==> config.mk <==
export PLATFORM = sky130hd
export DESIGN_NAME = flush_arbiter_flat
export DESIGN_NICKNAME = d
export VERILOG_FILES = /design/src/rtl/flush_arbiter_if.sv /design/src/rtl/flush_arbiter.sv /design/src/flat_wrapper.sv
export SDC_FILE = /design/constraint.sdc
export NUM_CORES = 1
export LEC_CHECK = 0
export CORE_MARGIN = 2
export CORE_UTILIZATION = 44
export CTS_CLUSTER_SIZE = 28
export DETAILED_ROUTE_END_ITERATION = 16
export PLACE_DENSITY_LB_ADDON = 0.1
export SETUP_SLACK_MARGIN = 0.15
export SYNTH_ARGS = -nofsm -noshare
export SYNTH_HDL_FRONTEND = slang
export SYNTH_SLANG_ARGS = --single-unit
export TNS_END_PERCENT = 10
==> constraint.sdc <==
create_clock -name clk -period 13.23 [get_ports clk]
set_input_delay 3.969 -clock clk [delete_from_list [all_inputs] [get_ports clk]]
set_output_delay 3.969 -clock clk [all_outputs]
set_load 0.1 [all_outputs]
==> src/rtl/flush_arbiter_if.sv <==
// Requester and flush-engine signal bundle for flush_arbiter.
// The master modport is the arbiter side; slave is the requesters plus the engine.
interface flush_arbiter_if #(
    parameter int NREQ = 4,
    parameter int NW   = 6
);
    logic [NREQ-1:0]    req;
    logic [NREQ-1:0]    req_get;
    logic [NREQ*NW-1:0] req_n;
    logic [NREQ-1:0]    gnt;
    logic               rsp_valid;
    logic [31:0]        rsp_data;
    logic               fb_start;
    logic [31:0]        fb_n;
    logic               fb_done;
    logic [31:0]        fb_word;

    modport master (
        input  req, req_get, req_n, fb_done, fb_word,
        output gnt, rsp_valid, rsp_data, fb_start, fb_n
    );

    modport slave (
        output req, req_get, req_n, fb_done, fb_word,
        input  gnt, rsp_valid, rsp_data, fb_start, fb_n
    );
endinterface

==> src/rtl/flush_arbiter.sv <==
// Round-robin sharing of the MPEG flush-buffer engine with a cached 32-bit look-ahead window.
// Define FLUSH_ARB_TIMEOUT_EN to add a watchdog that re-primes the engine after TIMEOUT idle wait cycles.
//
// state | meaning
// PRIME | pulse fb_start with fb_n = 0 to load the first window
// PWAIT | wait for the priming fb_done
// IDLE  | window valid, grant the next requester
// ISSUE | pulse fb_start for the latched flush count
// WAIT  | wait for fb_done, requests ignored
module flush_arbiter #(
    parameter int NREQ    = 4,
    parameter int NW      = 6,
    parameter int TIMEOUT = 255
) (
    input  logic            clk,
    input  logic            rst,
    flush_arbiter_if.master bus,
    output logic            win_valid,
    output logic            err
);
    localparam int PW = (NREQ > 1) ? $clog2(NREQ) : 1;

    typedef enum logic [2:0] {PRIME, PWAIT, IDLE, ISSUE, WAIT} state_t;

    state_t        state, state_next;
    logic [31:0]   window;
    logic [31:0]   fb_n_q;
    logic [PW-1:0] rr_ptr;

    logic          found;
    logic [PW-1:0] winner;
    logic [PW-1:0] idx;
    logic [NW-1:0] n_raw;
    logic [5:0]    n_eff;
    logic          n_over;
    logic          take;
    logic          win_load;
    logic          abort;
    logic          timeout;

    always_comb begin
        found  = 1'b0;
        winner = '0;
        idx    = '0;
        for (int k = 0; k < NREQ; k++) begin
            idx = PW'((int'(rr_ptr) + k) % NREQ);
            if (!found && bus.req[idx]) begin
                found  = 1'b1;
                winner = idx;
            end
        end
        n_raw  = NW'(bus.req_n >> (int'(winner) * NW));
        n_over = 32'(n_raw) > 32'd32;
        n_eff  = n_over ? 6'd32 : 6'(n_raw);
    end

`ifdef FLUSH_ARB_TIMEOUT_EN
    localparam int TW = (TIMEOUT > 1) ? $clog2(TIMEOUT) : 1;
    logic [TW-1:0] tmr;

    // Reloaded outside the wait states, so every entry to PWAIT/WAIT starts a fresh count.
    always_ff @(posedge clk) begin
        if (rst || !(state == PWAIT || state == WAIT))
            tmr <= TW'(TIMEOUT - 1);
        else if (tmr != '0)
            tmr <= tmr - 1'b1;
    end

    assign timeout = (state == PWAIT || state == WAIT) && (tmr == '0);
`else
    logic unused_timeout;
    assign unused_timeout = (TIMEOUT != 0);
    assign timeout        = 1'b0;
`endif

    always_comb begin
        state_next    = state;
        bus.gnt       = '0;
        bus.rsp_valid = 1'b0;
        bus.rsp_data  = '0;
        bus.fb_start  = 1'b0;
        take          = 1'b0;
        win_load      = 1'b0;
        abort         = 1'b0;
        unique case (state)
            PRIME: begin
                bus.fb_start = 1'b1;
                state_next   = PWAIT;
            end
            PWAIT, WAIT: begin
                if (bus.fb_done) begin
                    win_load   = 1'b1;
                    state_next = IDLE;
                end else if (timeout) begin
                    abort      = 1'b1;
                    state_next = PRIME;
                end
            end
            IDLE: begin
                if (found) begin
                    take            = 1'b1;
                    bus.gnt[winner] = 1'b1;
                    if (bus.req_get[winner]) begin
                        bus.rsp_valid = 1'b1;
                        if (n_eff != '0)
                            bus.rsp_data = window >> (6'd32 - n_eff);
                    end
                    if (n_eff != '0)
                        state_next = ISSUE;
                end
            end
            ISSUE: begin
                bus.fb_start = 1'b1;
                state_next   = WAIT;
            end
            default: state_next = PRIME;
        endcase
        // Keep the combinational outputs at their reset values while rst is held.
        if (rst) begin
            bus.gnt       = '0;
            bus.rsp_valid = 1'b0;
            bus.rsp_data  = '0;
            bus.fb_start  = 1'b0;
            take          = 1'b0;
            win_load      = 1'b0;
            abort         = 1'b0;
        end
    end

    always_ff @(posedge clk) begin
        if (rst) begin
            state     <= PRIME;
            window    <= '0;
            win_valid <= 1'b0;
            err       <= 1'b0;
            rr_ptr    <= '0;
            fb_n_q    <= '0;
        end else begin
            state <= state_next;
            if (win_load) begin
                window    <= bus.fb_word;
                win_valid <= 1'b1;
            end
            if (take) begin
                rr_ptr <= (winner == PW'(NREQ - 1)) ? '0 : winner + 1'b1;
                if (n_over)
                    err <= 1'b1;
                if (n_eff != '0) begin
                    fb_n_q    <= 32'(n_eff);
                    win_valid <= 1'b0;
                end
            end
            if (abort) begin
                err       <= 1'b1;
                win_valid <= 1'b0;
                fb_n_q    <= '0;
            end
        end
    end

    assign bus.fb_n = fb_n_q;
endmodule

==> src/flat_wrapper.sv <==
// flat-port wrapper written by rule: the top's interface ports become plain ports
module flush_arbiter_flat 
#(
    parameter int NREQ    = 4,
    parameter int NW      = 6,
    parameter int TIMEOUT = 255
)
  (clk, rst, win_valid, err, bus_req, bus_req_get, bus_req_n, bus_fb_done, bus_fb_word, bus_gnt, bus_rsp_valid, bus_rsp_data, bus_fb_start, bus_fb_n);
  flush_arbiter_if #(.NREQ(NREQ), .NW(NW)) bus_i ();
  input  logic clk;
  input  logic rst;
  output logic win_valid;
  output logic err;
  input wire logic [$bits(bus_i.req)-1:0] bus_req;
  input wire logic [$bits(bus_i.req_get)-1:0] bus_req_get;
  input wire logic [$bits(bus_i.req_n)-1:0] bus_req_n;
  input wire logic [$bits(bus_i.fb_done)-1:0] bus_fb_done;
  input wire logic [$bits(bus_i.fb_word)-1:0] bus_fb_word;
  output wire logic [$bits(bus_i.gnt)-1:0] bus_gnt;
  output wire logic [$bits(bus_i.rsp_valid)-1:0] bus_rsp_valid;
  output wire logic [$bits(bus_i.rsp_data)-1:0] bus_rsp_data;
  output wire logic [$bits(bus_i.fb_start)-1:0] bus_fb_start;
  output wire logic [$bits(bus_i.fb_n)-1:0] bus_fb_n;
  assign bus_i.req = bus_req;
  assign bus_i.req_get = bus_req_get;
  assign bus_i.req_n = bus_req_n;
  assign bus_i.fb_done = bus_fb_done;
  assign bus_i.fb_word = bus_fb_word;
  assign bus_gnt = bus_i.gnt;
  assign bus_rsp_valid = bus_i.rsp_valid;
  assign bus_rsp_data = bus_i.rsp_data;
  assign bus_fb_start = bus_i.fb_start;
  assign bus_fb_n = bus_i.fb_n;
  flush_arbiter #(.NREQ(NREQ), .NW(NW), .TIMEOUT(TIMEOUT)) u_core (.clk(clk), .rst(rst), .bus(bus_i), .win_valid(win_valid), .err(err));
endmodule
==> impl_metrics.env, run 1 <==
export IMPL_yosysWarnings=0
export IMPL_hold_viol_final=0
export IMPL_endpoint_kind="primary output"
export IMPL_synth_edf_count=0
export IMPL_synth_top_cell_area_share=0.212
export IMPL_nFillCells=862
export IMPL_synth_async_reset_ratio=0
export IMPL_port_buffers=112
export IMPL_synth_cell_type_count=68
export IMPL_ys_seq_area_frac=0.212
export IMPL_synth_ff_type="dfxtp_1"
export IMPL_antenna_cells=0
export IMPL_p_leak_nw=2.10
export IMPL_cts_htree_levels=2
export IMPL_grt_pass1_wl_um=19300
export IMPL_initial_utilization=0.456
export IMPL_grt_use_total=0.231
export IMPL_cp_required_ps=9260
export IMPL_ctsResizeCount=0
export IMPL_synth_fa_ha_area_frac=0.0147
export IMPL_ios=139
export IMPL_wl_per_cell_um=16.0
export IMPL_start_kind="primary input"
export IMPL_fin_area_sq_um=5780
export IMPL_synth_xor_xnor_area_share=0.0100
export IMPL_ant_nets=0
export IMPL_critPathMaxStageDelay_ps=550
export IMPL_timing_rr_start="u_core.rr_ptr[1]"
export IMPL_slew_violations=0
export IMPL_status="finished, final reports clean"
export IMPL_ys_top_cells_by_area="dfxtp_1 (21%), mux4_2 (15%), nand2_1 (8.3%), mux2i_1 (7.5%), a21oi_1 (6.0%)"
export IMPL_setup_viol_count_final=0
export IMPL_netlist_top_cells_count="nand2_1 (94), a21oi_1 (51), dfxtp_1 (45)"
export IMPL_tightest_slew_ps=1140
export IMPL_synthSimpleGateAreaFrac=0.245
export IMPL_die_x_um=102
export IMPL_cp_max_fo=36
export IMPL_numCtsBuffers=5
export IMPL_hold_buffers=0
export IMPL_maxClockFrequency_mhz=79.9
export IMPL_period_share=0.946
export IMPL_antenna_found_initial=0
export IMPL_synth_top_area_cell="dfxtp_1"
export IMPL_cp_arrival_ps=8550
export IMPL_reg2reg_to="u_core.bus.fb_n[5]"
export IMPL_grt_pass1_vias=3817
export IMPL_path_cells="clkdlybuf4s50_1 > nor2b_1 > o21ba_2 > nor2_8 > a211oi_1 > or2_1 > and3_4 > inv_4 > ha_2 > buf_4 > mux4_2 > mux2i_1 > mux2_2 > a21oi_1 > o21a_1 > buf_12"
export IMPL_cts_sinks=45
export IMPL_synth_area_sq_um=4250
export IMPL_fin_nets=690
export IMPL_cts_tree="yes"
export IMPL_drv_cap=0
export IMPL_rows=35
export IMPL_drt_iter0_drc=423
export IMPL_gr_total_overflow=0
export IMPL_via_count=4218
export IMPL_synth_compound_area_frac=0.183
export IMPL_clk_latency_ps=300
export IMPL_gp_congestion=0.935
export IMPL_final_layout_size_suffix_gt1_frac=0.178
export IMPL_drt_wl_total_um=12000
export IMPL_die_h_um=102
export IMPL_drc=0
export IMPL_cts_setup_buffers=0
export IMPL_maxSlewHeadroom=0.242
export IMPL_tns_ps=0
export IMPL_dieArea_sq_um=10500
export IMPL_holdCritPathClass="reg2reg"
export IMPL_r2r_slack_ps=9630
export IMPL_post_dp_cell_area_sq_um=5680
export IMPL_vias_per_cell=5.64
export IMPL_root_buffer="clkbuf_8"
export IMPL_power_density_nw_per_um2=95.7
export IMPL_min_to="u_core.window[0]"
export IMPL_hp_start="u_core.window[0]"
export IMPL_cts_reportedPaths_clkPinSlew_ps=80
export IMPL_synthMuxAreaShare=0.239
export IMPL_synth_seq_cells=45
export IMPL_setup_ws_ps=709
export IMPL_rsz0062_at_grt="false"
export IMPL_cts_buffer_depth=2
export IMPL_synth_most_common_cell="nand2_1"
export IMPL_core_sq_um=9330
export IMPL_synth_top_family_by_area="simple AND/OR/NAND/NOR gates"
export IMPL_peakVddDrop_v=0.0000664
export IMPL_slowest_stage="clkdlybuf4s50_1"
export IMPL_grt_max_degree=48
export IMPL_r2r_cells=12
export IMPL_hold_depth=2
export IMPL_syn_inst=522
export IMPL_syn_avg_cell_area_sq_um=8.15
export IMPL_dr_pass1_iters=5
export IMPL_place_ws_ps=766
export IMPL_fin_crit_ps=12520
export IMPL_detailed_place_hpwl_um=9390
export IMPL_skew_ps=5.27
export IMPL_syn2layout_area_growth_pct=35.9
export IMPL_path_class="in2out"
[worst max-delay path: cells and delay by family]
family / cells / cell delay (ps)
buffers and inverters: 4 / 1110
and+or+nand+nor: 4 / 900
AOI/OAI and AO/OA: 4 / 950
muxes: 3 / 1080
adders and majority gates: 1 / 530
[cell families (layout without fill, tap and decap cells)]
kind of cell	Yosys count	count (layout)
multiplexers	66	66
other	1	26
adder cells (fa/ha/maj)	5	5
AND/OR/NAND/NOR	216	216
AO/OA/AOI/OAI	115	115
XOR/XNOR	4	4
flip-flops	45	45
buffers and inverters	70	142
[power by group]
part	internal, mW	switching (mW)	leakage (nW)
registers	0.142	0.00887	0.366
logic	0.121	0.189	1.68
clock network	0.0472	0.0451	0.0542
total	0.310	0.243	2.10
[through the flow]
step / utilization / hold WS [ps] / total power [mW] / instances
floorplan: - / 433 / 0.394 / 547
global placement: 0.609 / 451 / 0.457 / 740
detailed placement: 0.609 / 461 / 0.460 / 740
CTS: 0.620 / 472 / 0.553 / 748
global route: 0.620 / 489 / 0.586 / 748
finish: 0.620 / 473 / 0.553 / 748
[cells in the final DEF, fill, tap and decap left out, drive strengths merged, types with 10 or more instances in the layout]
cell	synthesis	routed
o21ai	16	16
nand2b	13	13
mux4	28	28
nor2	40	40
a21oi	51	51
mux2i	32	32
conb	1	26
buf	37	44
dfxtp	45	45
clkdlybuf4s50	0	80
inv	10	10
nand2	95	95
nand3	29	29
[final cells by class]
class	instances	area (sq um)	area share
clock buffer	7	96.3	0.0167
clock inverter	1	5.00	0.000866
inverter	10	42.5	0.00736
multi-input combinational	432	3070	0.531
sequential	45	901	0.156
tap	129	161	0.0279
timing repair buffer	124	1510	0.261
[sequential cells by signal, summed over array words and instances (netlist names)]
name,cells
u_core.window,32
u_core.rr_ptr,2
u_core.state,3
u_core.err,1
u_core.win_valid,1
u_core.bus.fb_n,6
[worst max path at each step]
stage / startpoint / to / slack [ps] / depth (start not counted)
after CTS: bus_req[1] / bus_rsp_data[0] / 740 / 17
final: bus_req[0] / bus_rsp_data[0] / 710 / 16
after global routing: bus_req[0] / bus_rsp_data[0] / 360 / 16
after floorplan: bus_req[0] / bus_rsp_data[5] / -340 / 18
after detailed placement: bus_req[1] / bus_rsp_data[0] / 770 / 17
after global placement: bus_req[0] / bus_rsp_data[0] / 900 / 17
[metal layers]
metal / GRT usage / up-vias / wire length (um)
met5: 0 / - / 0
met3: 0.0280 / 21 / 1070
li1: - / 2024 / -
met4: 0.0656 / 0 / 211
met2: 0.358 / 227 / 5320
met1: 0.340 / 1946 / 5350
(Power assumes the default switching activity.)
==> run 2: changes to the inputs <==
--- a/config.mk
+++ b/config.mk
@@ -9,7 +9,7 @@
 export CORE_UTILIZATION = 44
 export CTS_CLUSTER_SIZE = 28
 export DETAILED_ROUTE_END_ITERATION = 16
-export PLACE_DENSITY_LB_ADDON = 0.1
+export PLACE_DENSITY = 0.77
 export SETUP_SLACK_MARGIN = 0.15
 export SYNTH_ARGS = -nofsm -noshare
 export SYNTH_HDL_FRONTEND = slang
==> impl_metrics.env, run 2 (synthesis gave the netlist of run 1 again) <==
export IMPL_numCtsBuffers=5
export IMPL_skew_ps=6.96
export IMPL_cp_max_fo=36
export IMPL_cts_buffer_depth=2
export IMPL_power_density_nw_per_um2=99.7
export IMPL_finalNonFillerCells=746
export IMPL_maxSlewHeadroom=0.210
export IMPL_cp_required_ps=9260
export IMPL_cts_setup_buffers=0
export IMPL_antenna_found_initial=0
export IMPL_tightest_slew_ps=1180
export IMPL_largest_register_ffs=32
export IMPL_drt_iter0_drc=325
export IMPL_multi_input_area_sq_um=3070
export IMPL_setup_ws_ps=665
export IMPL_peakVddDrop_v=0.0000739
export IMPL_fin_crit_ps=12560
export IMPL_drv_cap=0
export IMPL_grt_max_degree=48
export IMPL_start_kind="primary input"
export IMPL_holdCritPathClass="reg2reg"
export IMPL_die_x_um=102
export IMPL_period_share=0.950
export IMPL_clk_latency_ps=300
export IMPL_hold_buffers=0
export IMPL_p_leak_nw=2.11
export IMPL_gr_total_overflow=0
export IMPL_cp_arrival_ps=8600
export IMPL_via_count=4214
export IMPL_hold_viol_final=0
export IMPL_core_sq_um=9330
export IMPL_final_common_cell="nand2_1"
export IMPL_placed_cells=738
export IMPL_cp_num_buf_inv=4
export IMPL_finalPower_mw=0.577
export IMPL_cts_htree_levels=2
export IMPL_seq_area_sq_um=901
export IMPL_nFillCells=793
export IMPL_critPathMaxStageDelay_ps=580
export IMPL_cts_sinks=45
export IMPL_fin_area_sq_um=5780
export IMPL_die_h_um=102
export IMPL_status="finished, final reports clean"
export IMPL_place_ws_ps=744
export IMPL_path_class="in2out"
export IMPL_wl_per_cell_um=16.0
export IMPL_antenna_cells=0
export IMPL_cts_tree="yes"
export IMPL_dieArea_sq_um=10500
export IMPL_cts_reportedPaths_clkPinSlew_ps=80
export IMPL_port_buffers=112
export IMPL_vias_per_cell=5.65
export IMPL_maxClockFrequency_mhz=79.6
export IMPL_initial_utilization=0.456
export IMPL_crit_top_cell="buf_12"
export IMPL_path_cells="clkdlybuf4s50_1 > nor2b_1 > o21ba_2 > nor2_8 > a211oi_1 > or2_1 > and3_4 > inv_4 > ha_2 > buf_12 > mux4_2 > mux2i_1 > mux2_2 > a21oi_1 > o21a_1 > buf_12"
export IMPL_detailed_place_hpwl_um=9420
export IMPL_ctsResizeCount=0
export IMPL_regMostFlops="u_core.window"
export IMPL_final_layout_size_suffix_gt1_frac=0.175
export IMPL_gp_congestion=0.911
export IMPL_post_dp_cell_area_sq_um=5650
export IMPL_drc=0
export IMPL_setup_viol_count_final=0
export IMPL_dr_pass1_iters=4
export IMPL_slowest_stage="mux4_2"
export IMPL_ios=139
export IMPL_final_cell_mix="nand2_1 (94), clkdlybuf4s50_1 (80), a21oi_1 (51), dfxtp_1 (45), nor2_1 (38)"
export IMPL_grt_use_total=0.234
export IMPL_endpoint_kind="primary output"
export IMPL_fin_nets=688
export IMPL_cp_top_family="multiplexers"
export IMPL_slew_violations=0
export IMPL_root_buffer="clkbuf_8"
export IMPL_drt_wl_total_um=12000
export IMPL_rows=35
export IMPL_ant_nets=0
export IMPL_grt_pass1_vias=3965
export IMPL_grt_pass1_wl_um=19600
export IMPL_syn2layout_area_growth_pct=36.0
export IMPL_rsz0062_at_grt="false"
run 2: changes by cell type in the layout (fill, tap and decap cells not counted), sizes merged:
| cell | previous run | this run |
|---|---|---|
| buf | 44 | 42 |
| bufinv | 0 | 2 |
| clkbuf | 7 | 5 |
run 2: path summary, 6_finish.rpt:
kind | start | end | slack, ps | cells after the start
max | bus_req[0] | bus_rsp_data[0] | 670 | 16
min | u_core.window[0] | u_core.window[0] | 460 | 2
max reg2reg | u_core.rr_ptr[1] | u_core.bus.fb_n[5] | 9640 | 13
min reg2reg | u_core.window[0] | u_core.window[0] | 460 | 2
run 2: worst min-delay path, delay by kind of cell, from the launching register on:
family / cells / cell delay (ps)
simple gates: 1 / 50
compound gates: 1 / 50
flops: 1 / 320
run 2: layout make-up:
cell class | instances | share of cell area
clock inverters | 3 | 0.0112
multi-input cells | 432 | 0.530
repair buffers | 122 | 0.256
inverters | 10 | 0.00735
flip-flops and latches | 45 | 0.156
well taps | 129 | 0.0279
clock buffers | 5 | 0.0119
run 2: power by group:
part	switching (mW)	internal, mW
logic	0.188	0.117
registers	0.00847	0.142
clock network	0.0461	0.0750
total	0.243	0.334
run 2: metal layers:
metal / GRT usage / wire (um) / part of all wire
met5: 0 / 0 / 0
met3: 0.0356 / 854 / 0.071
met1: 0.326 / 5140 / 0.43
met4: 0.0892 / 285 / 0.024
met2: 0.368 / 5690 / 0.48
run 2: stage by stage:
stage,TNS [ps],hold slack [ps],util
final,0,461,0.620
after global routing,0,486,0.620
after CTS,0,459,0.620
after detailed placement,0,447,0.606
after global placement,0,443,0.606
after floorplan,-762,433,-
==> run 3: changes to the inputs <==
--- a/config.mk
+++ b/config.mk
@@ -7,8 +7,8 @@
 export LEC_CHECK = 0
 export CORE_MARGIN = 2
 export CORE_UTILIZATION = 44
-export CTS_CLUSTER_SIZE = 28
 export DETAILED_ROUTE_END_ITERATION = 16
+export HOLD_SLACK_MARGIN = 0.06
 export PLACE_DENSITY = 0.77
 export SETUP_SLACK_MARGIN = 0.15
 export SYNTH_ARGS = -nofsm -noshare
==> results of run 3 <==
Final layout, timing and power as in run 2 (identical DEF).
==> RTL change: new RTL, flow settings as in run 3 <==
Encoding of `state_t`: now Gray code (3 bits for 5 states).
--- a/src/rtl/flush_arbiter.sv
+++ b/src/rtl/flush_arbiter.sv
@@ -20,7 +20,7 @@
 );
     localparam int PW = (NREQ > 1) ? $clog2(NREQ) : 1;
 
-    typedef enum logic [2:0] {PRIME, PWAIT, IDLE, ISSUE, WAIT} state_t;
+    typedef enum logic [2:0] {PRIME = 3'b000, PWAIT = 3'b001, IDLE = 3'b011, ISSUE = 3'b010, WAIT = 3'b110} state_t;
 
     state_t        state, state_next;
     logic [31:0]   window;
Function: same outputs for any inputs over 4 cycles, from zero or initial values and one cycle with rst high; so few cycles prove little.
==> RTL change against run 3 <==
  * Routed wire length down 8.0%
  * Critical path type unchanged
  * Setup slack lost 0.062 ns
  * Power down 20%
  * Die area shrank 3.8%
  * Largest power group unchanged
  * Sequential share of layout area is 1.3 points higher
  * Sequential cell count unchanged
  * Synthesized area fell by 4.0%
  * Clock skew about the same
  * Count of clock-buffer cells in the layout stayed put
  * Final area is 7.5% lower
  * Via count shrank 6.1%
==> RTL change: results (changes against run 3) <==
- Final WL: 11010 µm (-8.0%)
- Inverters: 7 (-3)
- Non-clock buffers, area share: 24.74% (-0.83 points)
- Grt met2 use: 36.45% (-0.39 points)
- M1 WL: 4898 µm (-4.7%)
- Top delay family on crit path: compound AO/OA/AOI/OAI gates
- Maximum VDD drop: 0.00006257 V (-15%)
- Vias in the first global route: 3719 (-6.2%)
- Gpl congestion: 0.8841 (-3.0%)
- Met1 Use GR: 30.75% (-1.9 points)
- Multi-input gate area: 0.002873 mm² (-6.3%)
- Pwr Density: 86.47 mW/mm² (-13%)
- Setup bufs post-CTS: 0 (unchanged)
- Seq/Total Area, Yosys: 22.05% (+0.88 points)
- Met2 WL post-DR: 5292 µm (-6.9%)
- Clk power: 0.0000823 W (-32%)
- Status: finished clean
- First-pass GRT wire length: 18200 µm (-7.2%)
- Pre-CTS worst setup slack: 0.6597 ns (-0.08391 ns)
- Drt initial violations: 280 (-14%)
- GR Layer Usage met3: 2.786% (-0.77 points)
- Signal buffers: 118 (-3.3%)
- Most instantiated cells after synthesis: 85 x nand2_1, 45 x dfxtp_1, 40 x a21oi_1, 38 x mux2i_1, 29 x mux4_2
- Fill count: 807 (+1.8%)
- Pre-antenna DRT Iters: 5 (+1)
- Comb_multi_in: 402 (-6.9%)
- Post-DP Area: 0.005265 mm² (-6.8%)
- Post-Synthesis Cells: 495 (-5.2%)
- GRT Total Usage: 22.00% (-1.4 points)
- Post-synthesis adder-cell area fraction: 1.531% (+0.061 points)
- Largest stage delay, worst path: 0.71 ns (+0.13 ns)
- Met3 WL post-DR: 638 µm (-25%)
- WP data arrival: 8.66 ns (+0.06 ns)
- Worst-path fanout max: 15 (-58%)
- # nets final: 651 (-5.4%)
- Area added between synthesis and finish: 31.00%
- Avg WL per Cell: 15.94 µm (-0.64%)
- Critical path's slowest cell: o211ai_1
- Net switching power figure: 0.0001943 W (-20%)
- Routed vias: 3959 (-6.1%)
- Clock network area share: 1.613% (-0.70 points)
- Synth unique cells: 54 (-21%)
- Inst Count DP: 683 (-7.5%)
- Initial antenna violation count: 0 (unchanged)
- Power share of the combinational group: 49.8% (-3.1 points)
- Flops & latches, synth: 45 (unchanged)
- Share of layout cells above drive strength 1: 16.03% (-1.5 points)
[RTL change: changes by cell type in the layout (fill, tap and decap cells not counted), sizes merged, moves of 6 or more]
| cell | delta |
|---|---|
| nor2 | -15 |
| a21oi | -11 |
| o22a | +6 |
| nand2 | -10 |
| mux2i | +6 |
| o21ai | +6 |
[RTL change: cells by family (layout without fill, tap and decap cells)]
| kind of cell | Yosys count | count (layout) |
|---|---|---|
| multiplexers | 71 | 71 |
| buffers and inverters | 73 | 133 |
| adder cells (fa/ha/maj) | 5 | 5 |
| AND/OR/NAND/NOR | 189 | 189 |
| other | 1 | 26 |
| XOR/XNOR | 3 | 3 |
| AO/OA/AOI/OAI | 108 | 108 |
| flip-flops | 45 | 45 |
[RTL change: worst paths after layout]
kind,slack (ns),to,from,cells after the start
max,0.60,bus_rsp_data[4],bus_req[1],16
min reg2reg,0.47,u_core.window[0],u_core.window[0],2
min,0.47,u_core.window[0],u_core.window[0],2
max reg2reg,9.15,u_core.bus.fb_n[5],u_core.rr_ptr[1],13
